===== src/rtl/mem_access_ctrl.sv =====
// Load/store initiator for a 2^DEPTH_LOG2-entry register-file memory with a combinational read port.
// Define MEM_ACCESS_BURST_EN to honour req_len (1-16 beat bursts); otherwise every access is one beat.
module mem_access_ctrl #(
    parameter int DEPTH_LOG2 = 4,
    parameter int DW         = 64
) (
    input  logic                  clk,
    input  logic                  rst,
    input  logic                  req_valid,
    output logic                  req_ready,
    input  logic                  req_we,
    input  logic [DEPTH_LOG2-1:0] req_addr,
    input  logic [3:0]            req_len,
    input  logic [DW-1:0]         req_wdata,
    output logic                  rsp_valid,
    input  logic                  rsp_ready,
    output logic [DW-1:0]         rsp_data,
    output logic                  rsp_wr,
    output logic                  rsp_last,
    output logic [63:0]           mem_addr,
    output logic [DW-1:0]         mem_wdata,
    output logic                  mem_we,
    input  logic [DW-1:0]         mem_rdata
);
    typedef enum logic [2:0] {IDLE, WR, ACK, RD, RESP} state_t;

    state_t                state, state_nx;
    logic [DEPTH_LOG2-1:0] cur_addr;
    logic [DW-1:0]         wdata_q, rdata_q;
    logic                  accept, last_beat, advance;

    assign accept  = req_valid && (state == IDLE);
    assign advance = !last_beat && ((state == WR) || (state == RESP && rsp_ready));

`ifdef MEM_ACCESS_BURST_EN
    logic [3:0] beats_left;
    assign last_beat = (beats_left == 4'd0);

    always_ff @(posedge clk or posedge rst) begin
        if (rst)          beats_left <= 4'd0;
        else if (accept)  beats_left <= req_len;
        else if (advance) beats_left <= beats_left - 4'd1;
    end
`else
    logic unused_len;
    assign unused_len = ^req_len;
    assign last_beat  = 1'b1;
`endif

    always_ff @(posedge clk or posedge rst) begin
        if (rst) state <= IDLE;
        else     state <= state_nx;
    end

    always_comb begin
        state_nx = state;
        case (state)
            IDLE: if (req_valid) state_nx = req_we ? WR : RD;
            WR:   if (last_beat) state_nx = ACK;
            ACK:  if (rsp_ready) state_nx = IDLE;
            RD:   state_nx = RESP;
            RESP: if (rsp_ready) state_nx = last_beat ? IDLE : RD;
            default: state_nx = IDLE;
        endcase
    end

    // Address wraps naturally at the counter width.
    always_ff @(posedge clk or posedge rst) begin
        if (rst) begin
            cur_addr <= '0;
            wdata_q  <= '0;
            rdata_q  <= '0;
        end else begin
            if (accept) begin
                cur_addr <= req_addr;
                wdata_q  <= req_wdata;
            end else if (advance) begin
                cur_addr <= cur_addr + DEPTH_LOG2'(1);
            end
            if (state == RD) rdata_q <= mem_rdata;
        end
    end

    assign req_ready = (state == IDLE);
    assign rsp_valid = (state == ACK) || (state == RESP);
    assign rsp_wr    = (state == ACK);
    assign rsp_last  = (state == ACK) || (state == RESP && last_beat);
    assign rsp_data  = (state == RESP) ? rdata_q : '0;
    assign mem_we    = (state == WR);
    assign mem_addr  = 64'(cur_addr);
    assign mem_wdata = wdata_q;
endmodule


===== config.mk =====
export PLATFORM = sky130hd
export DESIGN_NAME = mem_access_ctrl
export DESIGN_NICKNAME = d
export VERILOG_FILES = /design/src/rtl/mem_access_ctrl.sv
export SDC_FILE = /design/constraint.sdc
export NUM_CORES = 1
export LEC_CHECK = 0
export ABC_CLOCK_PERIOD_IN_PS = 5480
export CORE_AREA = 2 2 131 133
export DETAILED_ROUTE_END_ITERATION = 16
export DIE_AREA = 0 0 133 135
export PLACE_DENSITY_LB_ADDON = 0.1
export SETUP_SLACK_MARGIN = 0.4
export SYNTH_ARGS = -nofsm -noshare
export SYNTH_HDL_FRONTEND = slang
export SYNTH_SLANG_ARGS = --single-unit

===== constraint.sdc =====
create_clock -name clk -period 5.48 [get_ports clk]
set_input_delay 1.37 -clock clk [delete_from_list [all_inputs] [get_ports clk]]
set_output_delay 1.37 -clock clk [all_outputs]
set_load 0.1 [all_outputs]

Word level (Yosys, flattened, before mapping) --
Index checks and enable logic that the tools add are counted. Widths: inputs -> output; s select.
Word-level totals: register bits 135, logic and storage cells 20
Cells by class: equality and inequality tests 6, mux-type cells 5, reduce and logical (&&, ||, !) cells 5
Operators with widths (count):
- $mux 64 | 1
- $pmux 3 s4 | 1
- $eq 3x2->1 const B | 2
- $mux 3 | 2
- $eq 3x1->1 const B | 1
- $eq 3x3->1 const B | 1
- $logic_not 3->1 | 1
- $mux 2 | 1
- $ne 2x1->1 const B | 1
- $ne 2x2->1 const B | 1
- $reduce_and 2->1 | 1
- $reduce_or 2->1 | 1
- $logic_and 1x1->1 | 1
- $logic_or 1x1->1 | 1

Depth between registers and ports, before layout --
Gate-level depths: netlist of the first run.
word-level depth 4, depth in mapped cells 7, mapped depth without buffers 3

Worst setup path after synthesis of the first run --
Ideal clock, no wire load.
path kind register -> output, from register state[1], to output port mem_we, arrival time 2.657 ns, data required time 4.110 ns, slack 1.453 ns, cell stages (with the launch flop) 2, buffers on the path 0, cells stage by stage dfrtp_1 nor3b_1
Between the ends: cells in the longest elaborated chain, start to end 1
Ends and longest elaborated chain:
- from (decl) | line 27 | state_t state, state_nx;
- from (signal assigned) | line 52 | else state <= state_nx;
- $eq 3x1->1 | line 89 | assign mem_we = (state == WR);
- to (decl) | line 22 | output logic mem_we,
Every way passes these cells.

Final worst setup path of the first run --
from register state[1], to output port rsp_data[0]
Between the ends: cells in the longest elaborated chain, start to end 2
Ends and longest elaborated chain:
- $eq 3x3->1 | line 88 | assign rsp_data = (state == RESP) ? rdata_q : '0;
- $mux 64 | line 88
- to (decl) | line 17 | output logic [DW-1:0] rsp_data,
Every way passes these cells.

==> results of run 1 <==
==> stage by stage <==
| step | hold WS [ns] | area, um^2 |
|---|---|---|
| 3_3_place_gp | 0.478 | 8560 |
| 3_5_place_dp | 0.484 | 8560 |
| 2_1_floorplan | 0.470 | 6230 |
| 4_1_cts | 0.498 | 9230 |
| 5_1_grt | 0.505 | 9230 |
| 6_report | 0.494 | 9230 |
==> flip-flops by register name, summed over array words and instances, names as in the netlist <==
name / flops
cur_addr: 4
rdata_q: 64
state: 3
mem_wdata: 64
==> cells in the mapped netlist <==
master	count
nand2_1	1
buf_12	1
buf_8	1
mux2_4	9
mux2_2	123
nor2_1	3
nand3b_1	1
inv_1	1
nand2b_1	2
nor3_2	1
buf_6	2
o31ai_1	1
nor2b_1	1
a21oi_1	2
clkbuf_1	6
nor3b_1	1
o21bai_1	1
buf_2	7
dfrtp_1	135
and2_1	65
buf_4	66
conb_1	1
==> cell families after synthesis <==
group / count (synthesis) / share of synthesized area, %
multiplexers: 132 / 25.3
AO/OA/AOI/OAI: 4 / 0.417
flip-flops: 135 / 56.2
other: 1 / 0.0624
buffers and inverters: 84 / 10.2
AND/OR/NAND/NOR: 75 / 7.75
==> per-layer routing <==
layer	global-route usage [%]	wire length [um]	up-vias	share of wire (%)
li1	-	-	1868	-
met1	19.5	5820	1941	39
met2	26.6	7070	209	47
met3	8.07	1680	23	11
met4	7.05	313	0	2.1
met5	0	0	-	0
==> final cells by class <==
type                    count  area share [%]
inverters                   1          0.0949
flip-flops and latches    135            36.6
clock inverters            10            2.07
clock buffers              22            5.24
well taps                 220            2.98
repair buffers            278            28.7
multi-input cells         271            24.3
==> cells in the final DEF, fill, tap and decap left out, types with 3 or more instances in the layout <==
| cell type | n |
|---|---|
| clkbuf_16 | 17 |
| mux2_2 | 123 |
| clkinv_4 | 3 |
| and2_1 | 64 |
| dfrtp_1 | 135 |
| bufinv_16 | 5 |
| conb_1 | 60 |
| clkbuf_8 | 4 |
| clkdlybuf4s50_1 | 225 |
| mux2_4 | 9 |
| buf_4 | 53 |
==> how the worst max path moves through the flow <==
| stage | start | endpoint | cells past startpoint |
|---|---|---|---|
| detailed placement | state[1]$_DFFE_PP0P_ | rsp_data[17] | 4 |
| CTS | state[1]$_DFFE_PP0P_ | rsp_data[17] | 4 |
| global placement | state[1]$_DFFE_PP0P_ | rsp_data[43] | 4 |
| floorplan | rst | cur_addr[0]$_DFFE_PP0P_ | 1 |
| global route | state[1]$_DFFE_PP0P_ | rsp_data[17] | 4 |
| finish | state[1]$_DFFE_PP0P_ | rsp_data[0] | 4 |
==> summary.txt, run 1 <==
Worst setup path
  – CP Launch Type: flip-flop
  – CP Cell Sequence: nand2b_1 -> nor2_4 -> and2_1 -> clkdlybuf4s50_1
  – Worst path top cell family by delay: buffers and inverters
  – Reg2reg end: mem_wdata[29]$_DFFE_PP0P_
  – Reg-to-Reg Start: state[0]$_DFFE_PP0P_
  – Crit. End Element: output pin
  – Worst R2R Path Depth: 4
  – Worst path required time: 4.11 ns
  – Worst path slowest cell: clkdlybuf4s50_1
  – CP arrival: 2.94 ns
  – Buf+Inv Stages, Crit Path: 1
  – Slowest Stage Delay on Critical Path: 1.13 ns
  – Reg-to-reg setup timing slack: around 3 ns
  – Critical path fanouts, max: 33
  – CP Class: reg -> out

Clock network
  – Clk_lat worst skew: 0.41 ns
  – Clock transition at the registers of the reported paths: 0.05 ns
  – TritonCTS buffer count: 17
  – Hold Buf Count CTS: 0
  – CTS H-tree lvls: 4
  – Root Buffer: clkbuf_16
  – CTS Buffer Depth: 2
  – Post_cts resized: 0
  – Clk sink count: between 100 and 150
  – CTS tree: done
  – Setup Buffers After CTS: 0

Placement
  – Placed insts: 905
  – HPWL Detailed: 10900 um
  – Place WS: roughly 1.6 ns
  – GPL Wtd Cong: 0.747
  – Port Buf Inserts: 273

Synth
  – Synthesized area per cell: 13.9 um^2
  – Top post-synthesis cells by area: dfrtp_1 (56%), mux2_2 (23%), buf_4 (8.2%)
  – Register area share after synthesis: 56.2%
  – #FFs+latches synth: 135
  – Mapped Cells: 431
  – Yosys top cell by area: dfrtp_1
  – Top cell type's share of synthesized area: 56.2%
  – Cell area after synthesis: about 6000 um^2
  – Yosys Warn Count: 0
  – Distinct cells, synth: 22

Detailed routing
  – WL/cell: roughly 16 um
  – DR iter-0 viols: 99
  – Final wirelength: 14900 um
  – Residual DRC: 0
  – Vias per cell: 4.31
  – Detailed-route via count: 4041
  – DRT antenna net count: 0
  – Pre-antenna DRT Iters: 4

STA
  – Max-slew headroom: a little under a third
  – Tcrit/Tclk final: between 70% and 80%
  – Achievable Freq: 0.232 GHz
  – RSZ-0062 raised after global routing: no
  – Slew Limit Fails: 0
  – Final Hold Vio Count: 0
  – Total negative slack: 0 ns
  – Final worst slack: 1.17 ns
  – Setup Viol. Count Final: 0
  – Tightest Pin Transition: 1.03 ns
  – Clk_skew: 0.00638 ns
  – Crit path time final: 4.31 ns

Global route
  – Vias in the first global route: 4310
  – GR Overflow Total: 0
  – Initial antenna violation count: 0
  – Largest net degree at the start of global routing: 84
  – GRT Total Usage: 16.8%
  – First-pass GRT wire length: 23300 um

Min path
  – Worst hold start: rdata_q[3]$_DFFE_PP0N_
  – Hold depth: 1
  – Worst Hold End: rdata_q[3]$_DFFE_PP0N_
  – Hold Crit Class: reg -> reg

Die
  – Std-Cell Rows: 47
  – Die width: ~130 um
  – Overall die area: 18000 um^2
  – IO Pins: about 340
  – Initial Util: 36.6%
  – Die Ht: 135 um
  – Core area: approximately 16000 um^2

Layout
  – # fillers: 1382
  – Nets: 845
  – Synth-to-Final Area Change: 53.7%
  – FF+latch area: 3380 um^2
  – Multi-input gate area: 2240 um^2
  – N_diodes: 0
  – Share of layout cells above drive strength 1: 30.7%
  – Fin cells: around 940
  – Post-layout util: between 50% and 60%

Flow run
  – Max-Cap Viols: 0

Status
  – Run status: finished, final reports clean
Power of run 1 is not shown: default switching activity piles up to over one toggle a cycle in this logic, so the estimate is an artifact.
==> inputs of run 2 (changes only) <==
- ABC_CLOCK_PERIOD_IN_PS: 5480 -> 4400
- clock period: 5.48 -> 4.4 ns (I/O delays scaled with it)
==> summary.txt, run 2 (synthesis results as in run 1) <==
Status
  – Run status: finished, final reports clean (unchanged)

Worst setup path
  – Crit. End Element: output pin (unchanged)
  – Reg-to-reg setup timing slack: 2.19 ns (was 2.98 ns)
  – CP arrival: 2.33 ns (was 2.94 ns)
  – Slowest Stage Delay on Critical Path: 1.19 ns (was 1.13 ns)
  – CP Launch Type: flip-flop (unchanged)
  – Critical path fanouts, max: 9 (was 33)
  – CP Class: reg -> out (unchanged)
  – Worst path required time: 3.30 ns (was 4.11 ns)
  – Worst path slowest cell: clkdlybuf4s50_1 (unchanged)
  – CP Cell Sequence: nor3_2 -> clkdlybuf4s50_1 (was nand2b_1 -> nor2_4 -> and2_1 -> clkdlybuf4s50_1)

Die
  – Die Ht: 135 um (unchanged)
  – Overall die area: 18000 um^2 (unchanged)
  – IO Pins: 338 (unchanged)
  – Std-Cell Rows: 47 (unchanged)
  – Die width: 133 um (unchanged)
  – Core area: 16400 um^2 (unchanged)
  – Initial Util: 36.6% (unchanged)

STA
  – Final Hold Vio Count: 0 (unchanged)
  – RSZ-0062 raised after global routing: no (unchanged)
  – Max-slew headroom: 28.0% (was 31.3%)
  – Setup Viol. Count Final: 0 (unchanged)
  – Achievable Freq: 0.291 GHz
  – Total negative slack: 0 ns (unchanged)
  – Slew Limit Fails: 0 (unchanged)
  – Clk_skew: 0.00802 ns (was 0.00638 ns)
  – Tcrit/Tclk final: 78.0%
  – Crit path time final: 3.43 ns
  – Tightest Pin Transition: 1.08 ns (was 1.03 ns)

Min path
  – Hold Crit Class: reg -> reg (unchanged)

Placement
  – HPWL Detailed: 11300 um (was 10900 um)
  – GPL Wtd Cong: 0.745 (was 0.747)
  – Port Buf Inserts: 273 (unchanged)

Clock network
  – CTS H-tree lvls: 4 (unchanged)
  – Setup Buffers After CTS: 0 (unchanged)
  – CTS tree: done (unchanged)
  – TritonCTS buffer count: 17 (unchanged)
  – Post_cts resized: 0 (unchanged)
  – Clock transition at the registers of the reported paths: 0.05 ns (about the same)
  – CTS Buffer Depth: 2 (unchanged)
  – Clk_lat worst skew: 0.41 ns (about the same)
  – Clk sink count: 135 (unchanged)
  – Hold Buf Count CTS: 0 (unchanged)
  – Root Buffer: clkbuf_16 (unchanged)

Detailed routing
  – Vias per cell: 4.37 (was 4.31)
  – Residual DRC: 0 (unchanged)
  – DR iter-0 viols: 100 (was 99)
  – WL/cell: 16.4 um (was 15.9 um)
  – Pre-antenna DRT Iters: 4 (unchanged)
  – Detailed-route via count: 4091 (was 4041)
  – DRT antenna net count: 0 (unchanged)
  – Final wirelength: 15400 um (was 14900 um)

Global route
  – Largest net degree at the start of global routing: 74 (was 84)
  – Initial antenna violation count: 1 (was 0)
  – GR Overflow Total: 0 (unchanged)
  – First-pass GRT wire length: 23700 um (was 23300 um)
  – Vias in the first global route: 4349 (was 4310)
  – GRT Total Usage: 17.3% (was 16.8%)

Layout
  – Nets: 846 (was 845)
  – # fillers: 1388 (was 1382)
  – Commonest non-fill, non-tap cell in the layout: clkdlybuf4s50_1 (unchanged)
  – Synth-to-Final Area Change: 52.1% (was 53.7%)
  – Most frequent cells in the layout: clkdlybuf4s50_1 (205), dfrtp_1 (135), mux2_2 (123), buf_4 (73), and2_1 (64) (was clkdlybuf4s50_1 (225), dfrtp_1 (135), mux2_2 (123), and2_1 (64), conb_1 (60))
  – N_diodes: 0 (unchanged)
  – Share of layout cells above drive strength 1: 33.5% (was 30.7%)

Flow run
  – Max-Cap Viols: 0 (unchanged)
-- run 2: path summary, 6_finish.rpt --
kind / end / cells after the start / start
max: req_ready / 2 / state[0]$_DFFE_PP0P_
min: rdata_q[29]$_DFFE_PP0N_ / 1 / rdata_q[29]$_DFFE_PP0N_
max reg2reg: rdata_q[20]$_DFFE_PP0N_ / 3 / state[0]$_DFFE_PP0P_
min reg2reg: rdata_q[29]$_DFFE_PP0N_ / 1 / rdata_q[29]$_DFFE_PP0N_
max in group asynchronous: mem_wdata[55]$_DFFE_PP0P_ / 3 / rst
min in group asynchronous: rdata_q[35]$_DFFE_PP0N_ / 2 / rst
-- run 2: routing by layer --
layer	vias to the layer above	GRT usage (%)	part of all wire, %
li1	1867	-	-
met4	0	8.06	2.2
met2	219	27.4	48
met1	1983	19.4	38
met5	-	0	0
met3	22	9.23	12
-- run 2: metrics by stage --
| stage | hold WS [ns] | util (%) | setup slack [ns] | instances | area, um^2 |
|---|---|---|---|---|---|
| 2_1_floorplan | 0.470 | - | 0.643 | 490 | 6230 |
| 3_3_place_gp | 0.477 | 52.0 | 1.37 | 906 | 8530 |
| 3_5_place_dp | 0.484 | 52.0 | 1.37 | 906 | 8530 |
| 4_1_cts | 0.497 | 55.7 | 0.911 | 937 | 9140 |
| 5_1_grt | 0.504 | 55.7 | 0.883 | 937 | 9140 |
| 6_report | 0.494 | 55.7 | 0.967 | 937 | 9140 |
-- run 2: final cells by class --
| type | instances | area [um^2] | share of cell area, % |
|---|---|---|---|
| clock buffers | 18 | 429 | 4.70 |
| clock inverters | 13 | 180 | 1.97 |
| inverters | 1 | 7.51 | 0.0822 |
| multi-input cells | 271 | 2240 | 24.6 |
| flip-flops and latches | 135 | 3380 | 37.0 |
| well taps | 220 | 275 | 3.01 |
| repair buffers | 279 | 2620 | 28.7 |
-- run 2: critical path: cells and delay by family, from the launching register on --
family        cells  cell delay, ns
simple gates      1            0.24
buf+inv           1            1.19
flops             1            0.49
Power of run 2 is left out for the same reason.
